===== src/rtl/ehgu_fifo_wctl.sv =====
// Write-side credit controller for the ehgu FIFO: gates an upstream valid/ready
// stream onto the FIFO write port by free-entry credits and caps burst length.
module ehgu_fifo_wctl #(
  parameter int unsigned WIDTH     = 8,
  parameter int unsigned DEPTH     = 128,
  parameter int unsigned MAX_BURST = 16,
  localparam int unsigned CWIDTH   = $clog2(DEPTH + 1)
) (
  input  logic              clk0,
  input  logic              rst,
  input  logic              en,
  input  logic              s_valid,
  output logic              s_ready,
  input  logic [WIDTH-1:0]  s_data,
  output logic              din_valid,
  output logic [WIDTH-1:0]  din,
  input  logic              crd_ret,
  output logic [CWIDTH-1:0] credits,
  output logic              full,
  output logic              empty,
  output logic              crd_err
);

  localparam int unsigned BW = $clog2(MAX_BURST + 2);
  localparam logic [CWIDTH-1:0] DEPTH_C = CWIDTH'(DEPTH);
  localparam logic [BW-1:0]     MAXB_C  = BW'(MAX_BURST);

  typedef enum logic [1:0] {IDLE, BURST, GAP} state_t;

  state_t             state_q, state_d;
  logic [BW-1:0]      bcnt_q, bcnt_d, bcnt_inc;
  logic [CWIDTH-1:0]  credits_q, credits_d;
  logic               full_q, full_d;
  logic               empty_q, empty_d;
  logic               crd_err_q, crd_err_d;
  logic               din_valid_q, din_valid_d;
  logic [WIDTH-1:0]   din_q, din_d;
  logic               fire;

  always_comb begin
    s_ready = !rst && en && (credits_q != '0) && (state_q != GAP);
    fire    = s_valid && s_ready;
  end

  always_comb begin
    credits_d   = credits_q;
    crd_err_d   = crd_err_q;
    din_valid_d = fire;
    din_d       = fire ? s_data : din_q;
    // a write and a returned credit in the same cycle cancel out
    if (fire && !crd_ret) begin
      credits_d = credits_q - 1'b1;
    end else if (!fire && crd_ret) begin
      if (credits_q == DEPTH_C) crd_err_d = 1'b1;
      else                      credits_d = credits_q + 1'b1;
    end
    full_d  = (credits_d == '0);
    empty_d = (credits_d == DEPTH_C);
  end

  always_comb begin
    state_d  = state_q;
    bcnt_d   = bcnt_q;
    bcnt_inc = bcnt_q + 1'b1;
    case (state_q)
      IDLE: begin
        if (fire) begin
          if (MAX_BURST == 1) begin
            state_d = GAP;
            bcnt_d  = '0;
          end else begin
            state_d = BURST;
            bcnt_d  = (MAX_BURST == 0) ? '0 : BW'(1);
          end
        end
      end
      BURST: begin
        if (fire) begin
          if (MAX_BURST != 0) begin
            if (bcnt_inc == MAXB_C) begin
              state_d = GAP;
              bcnt_d  = '0;
            end else begin
              bcnt_d = bcnt_inc;
            end
          end
        end else begin
          state_d = IDLE;
          bcnt_d  = '0;
        end
      end
      GAP: begin
        state_d = IDLE;
        bcnt_d  = '0;
      end
      default: begin
        state_d = IDLE;
        bcnt_d  = '0;
      end
    endcase
  end

  always_ff @(posedge clk0) begin
    if (rst) begin
      state_q     <= IDLE;
      bcnt_q      <= '0;
      credits_q   <= DEPTH_C;
      full_q      <= 1'b0;
      empty_q     <= 1'b1;
      crd_err_q   <= 1'b0;
      din_valid_q <= 1'b0;
      din_q       <= '0;
    end else begin
      state_q     <= state_d;
      bcnt_q      <= bcnt_d;
      credits_q   <= credits_d;
      full_q      <= full_d;
      empty_q     <= empty_d;
      crd_err_q   <= crd_err_d;
      din_valid_q <= din_valid_d;
      din_q       <= din_d;
    end
  end

  assign din_valid = din_valid_q;
  assign din       = din_q;
  assign credits   = credits_q;
  assign full      = full_q;
  assign empty     = empty_q;
  assign crd_err   = crd_err_q;

endmodule


===== config.mk =====
export PLATFORM = sky130hd
export DESIGN_NAME = ehgu_fifo_wctl
export DESIGN_NICKNAME = d
export VERILOG_FILES = /design/src/rtl/ehgu_fifo_wctl.sv
export SDC_FILE = /design/constraint.sdc
export NUM_CORES = 1
export LEC_CHECK = 0
export CELL_PAD_IN_SITES_DETAIL_PLACEMENT = 1
export CELL_PAD_IN_SITES_GLOBAL_PLACEMENT = 2
export CORE_UTILIZATION = 31
export DETAILED_ROUTE_END_ITERATION = 8
export GPL_ROUTABILITY_DRIVEN = 0
export PLACE_DENSITY_LB_ADDON = 0.1
export RECOVER_POWER = 100
export SLEW_MARGIN = 10
export SYNTH_ARGS = -nofsm -noshare
export SYNTH_HDL_FRONTEND = slang
export SYNTH_SLANG_ARGS = --single-unit
export TNS_END_PERCENT = 20

===== constraint.sdc =====
create_clock -name clk0 -period 3.7 [get_ports clk0]
set_input_delay 0.74 -clock clk0 [delete_from_list [all_inputs] [get_ports clk0]]
set_output_delay 0.74 -clock clk0 [all_outputs]
set_load 0.005 [all_outputs]

==> impl_metrics.json <==
{
  "status": "completed",
  "crit_chain": "dlygate4sd3_1, and4b_1, nand2_4, inv_1, a221oi_2, a22oi_1, or4_1, nor3_1",
  "timing.setup.critical_path_class": "input port to flop",
  "timing.hold.worst_path_depth": 2,
  "synth.yosys.seq_area_share_pct": 33.8,
  "synth_adder_area_share_pct": 3.91,
  "final_cell_area_um2": 2010,
  "route.vias.total": 1563,
  "worst_setup_path_end_kind": "flop",
  "synth_area_leader": "sky130_fd_sc_hd__dfxtp_1",
  "cts.clk_slew.worst_paths_ns": 0.09,
  "report.final.setup_viol": 0,
  "drt_pass1_iterations": 5,
  "yosysWarnings": 0,
  "syn-instance-count": 200,
  "final_period_minus_worst_setup_slack_ns": 3.21,
  "postCtsResizedCells": 0,
  "synthMuxAreaShare_pct": 1.33,
  "worstPathArrival_ns": 3.41,
  "power.total_mw": 0.783,
  "vdd_ir_drop_max_mv": 0.182,
  "drt.antenna.violating_nets": 0,
  "cp_top_family": "simple AND/OR/NAND/NOR gates",
  "worst_r2r_path_depth": 8,
  "hold_start": "din[1]",
  "cts_buffers": 3,
  "cap_viol_max_count": 0,
  "min-delay-path-class": "flop to flop",
  "synth_nets": 218,
  "die_w_um": 73.8,
  "layout-drive-gt1-share_pct": 5.78,
  "area_of_the_die_um2": 5450,
  "clkLatencyLatePin_ns": 0.27,
  "die_h_um": 73.8,
  "gr-usage-all-layers_pct": 17.7,
  "layout-area-overhead-vs-synth_pct": 25.4,
  "synthFlopType": "sky130_fd_sc_hd__dfxtp_1",
  "final_util_pct": 41.4,
  "cts_htree_levels": 1,
  "tritoncts": "yes",
  "yosys.cell_types.count": 47,
  "routedWlPerCell_um": 15.3,
  "clock_tree.root_cell": "sky130_fd_sc_hd__clkbuf_8",
  "drtIter0Drc": 65,
  "hold_ws_ns": 0.462,
  "grt_setup_unrepaired": "false",
  "synth_common_cells": "sky130_fd_sc_hd__dfxtp_1, sky130_fd_sc_hd__nand2_1, sky130_fd_sc_hd__a21oi_1, sky130_fd_sc_hd__nand3_1, sky130_fd_sc_hd__nor2_1",
  "fmax_mhz": 312,
  "fin_skew_ns": 0.00136,
  "dpl-instance-area_um2": 1960,
  "share_of_the_clock_period_used_by_the_worst_path_pct": 86.6,
  "worst_slew_pin_slew_ns": 0.636,
  "r2r_slack_ns": 0.80,
  "synth-async-reset-ratio_pct": 0,
  "via_density_per_instance": 5.35,
  "post-cts-setup-buffer-count": 0,
  "post_synth_main_area_contributors": "sky130_fd_sc_hd__dfxtp_1, sky130_fd_sc_hd__nand2_1, sky130_fd_sc_hd__a21oi_1",
  "synth_largest_type_area_fraction_pct": 33.8,
  "synth_area_in_compound_gates_pct": 19.0,
  "grt_start_max_net_pins": 26,
  "finalMaxSlewViolations": 0,
  "final-hold-violation-count": 0,
  "worst_setup_path_start_kind": "input port",
  "hpwlAfterDp_mm": 3.26,
  "final.setup.tns_ns": 0,
  "rows": 25,
  "synth_simple_gate_area_share_pct": 32.3,
  "hold-path-endpoint": "din[1]",
  "power_density_over_the_cells_nw_per_um2": 391,
  "power_leakage_nw": 0.773,
  "place_inst": 288,
  "postSynthRegisterBits": 27,
  "wire_length_of_the_first_global_routing_pass_mm": 7.41,
  "place_worst_setup_slack_ns": 0.438,
  "maxSlewHeadroom_pct": 57.6,
  "worst_path_largest_cell_delay_ns": 0.56,
  "grt_overflow_total": 0,
  "finalWorstSetupSlack_ns": 0.495,
  "critPathRequiredTime_ns": 3.90,
  "number_of_antenna_violations_at_the_first_check_in_global_routing": 0,
  "r2r-end": "full",
  "initial_core_util_pct": 33.0,
  "core_area_um2": 4850,
  "diodes": 0,
  "crit_path_max_fanout": 24,
  "synth_enable_flop_cells": 0,
  "crit_buf_inv": 2,
  "place.port_buffers": 33,
  "number_of_global_route_vias_before_repair": 1516,
  "synthXorXnorAreaFrac_pct": 3.29,
  "syn-mean-instance-area_um2": 8.00,
  "crit-reg2reg-launch": "credits[4]",
  "drt-total-wl_mm": 4.46,
  "cts_max_path_buffers": 2,
  "post_cts_hold_buffer_count": 0,
  "clkSinkCount": 27,
  "detail_route.drc_violations": 0,
  "mappedNetlistArea_um2": 1600,
  "fin_nets": 244,
  "num_io_pins": 34,
  "critPathSlowestCell": "sky130_fd_sc_hd__dlygate4sd3_1",
  "largest_family_of_logic_cells_by_synthesized_area": "simple AND/OR/NAND/NOR gates",
  "post_layout_nonfiller_instances": 292
}
worst register-to-register path: stages (launching register included):
cell,delay [ns]
sky130_fd_sc_hd__dfxtp_1,0.48
sky130_fd_sc_hd__nor3_4,0.37
sky130_fd_sc_hd__nand4b_4,0.21
sky130_fd_sc_hd__nand2_4,0.27
sky130_fd_sc_hd__inv_1,0.36
sky130_fd_sc_hd__a221oi_2,0.37
sky130_fd_sc_hd__a22oi_1,0.13
sky130_fd_sc_hd__or4_1,0.46
sky130_fd_sc_hd__nor3_1,0.18
state kept, by name, summed over array words and instances (netlist names):
name and flops:
din_valid 1, state_q 2, crd_err 1, din 8, full 1, credits 8, empty 1, bcnt_q 5
routing by layer:
metal	vias to the layer above	GRT usage (%)	part of all wire, %
met4	0	2.99	0.58
li1	779	-	-
met1	736	25.0	50
met2	44	28.0	44
met3	4	3.70	5.4
met5	-	0	0
layout by cell type, fill, tap and decap left out, types with 2 or more instances in the layout:
cell type and n:
sky130_fd_sc_hd__a22oi_1 3, sky130_fd_sc_hd__nor2_1 11, sky130_fd_sc_hd__o211ai_1 2, sky130_fd_sc_hd__nand4b_1 2
sky130_fd_sc_hd__nor4b_1 3, sky130_fd_sc_hd__buf_4 2, sky130_fd_sc_hd__xnor2_1 5, sky130_fd_sc_hd__or4_1 3
sky130_fd_sc_hd__nor3_1 8, sky130_fd_sc_hd__nand4_1 3, sky130_fd_sc_hd__ha_1 5, sky130_fd_sc_hd__dfxtp_1 27
sky130_fd_sc_hd__clkbuf_8 3, sky130_fd_sc_hd__inv_1 8, sky130_fd_sc_hd__nand2_1 27, sky130_fd_sc_hd__a21oi_1 15
sky130_fd_sc_hd__nor4_1 3, sky130_fd_sc_hd__a31oi_1 4, sky130_fd_sc_hd__nor2b_1 4, sky130_fd_sc_hd__dlygate4sd3_1 24
sky130_fd_sc_hd__nand3_1 13, sky130_fd_sc_hd__o21ai_0 7, sky130_fd_sc_hd__and4b_1 2, sky130_fd_sc_hd__nand3b_1 3
sky130_fd_sc_hd__a211oi_1 5, sky130_fd_sc_hd__clkdlybuf4s50_1 9, sky130_fd_sc_hd__and3_1 4
worst max path at each step:
stage,startpoint,to,slack [ns],cells after the start
3_5_place_dp,en,full,0.44,7
4_1_cts,en,full,0.72,7
6_report,en,full,0.49,8
3_3_place_gp,rst,full,0.51,8
5_1_grt,rst,full,0.29,8
2_1_floorplan,rst,empty,1.36,7
area by class of cell:
class,instances,area [µm²]
fill,589,2840
multi-input combinational,151,957
sequential,27,541
timing repair buffer,35,345
tap,67,83.8
clock buffer,3,41.3
inverter,8,30.0
clock inverter,1,7.51
cells by family (layout without fill, tap and decap cells):
family | Yosys count | count (layout)
and+or+nand+nor | 92 | 92
AOI/OAI and AO/OA | 46 | 46
muxes | 2 | 2
buffers and inverters | 22 | 47
xor gates and xnor gates | 6 | 6
DFF | 27 | 27
adders and majority gates | 5 | 5
power breakdown:
| part | total [mW] | internal, mW | switching, mW |
|---|---|---|---|
| Sequential | 0.343 | 0.313 | 0.0303 |
| Clock | 0.170 | 0.0764 | 0.0936 |
| Combinational | 0.271 | 0.121 | 0.150 |
| Total | 0.783 | 0.510 | 0.273 |
No activity file was read; power rests on OpenSTA's default activity.
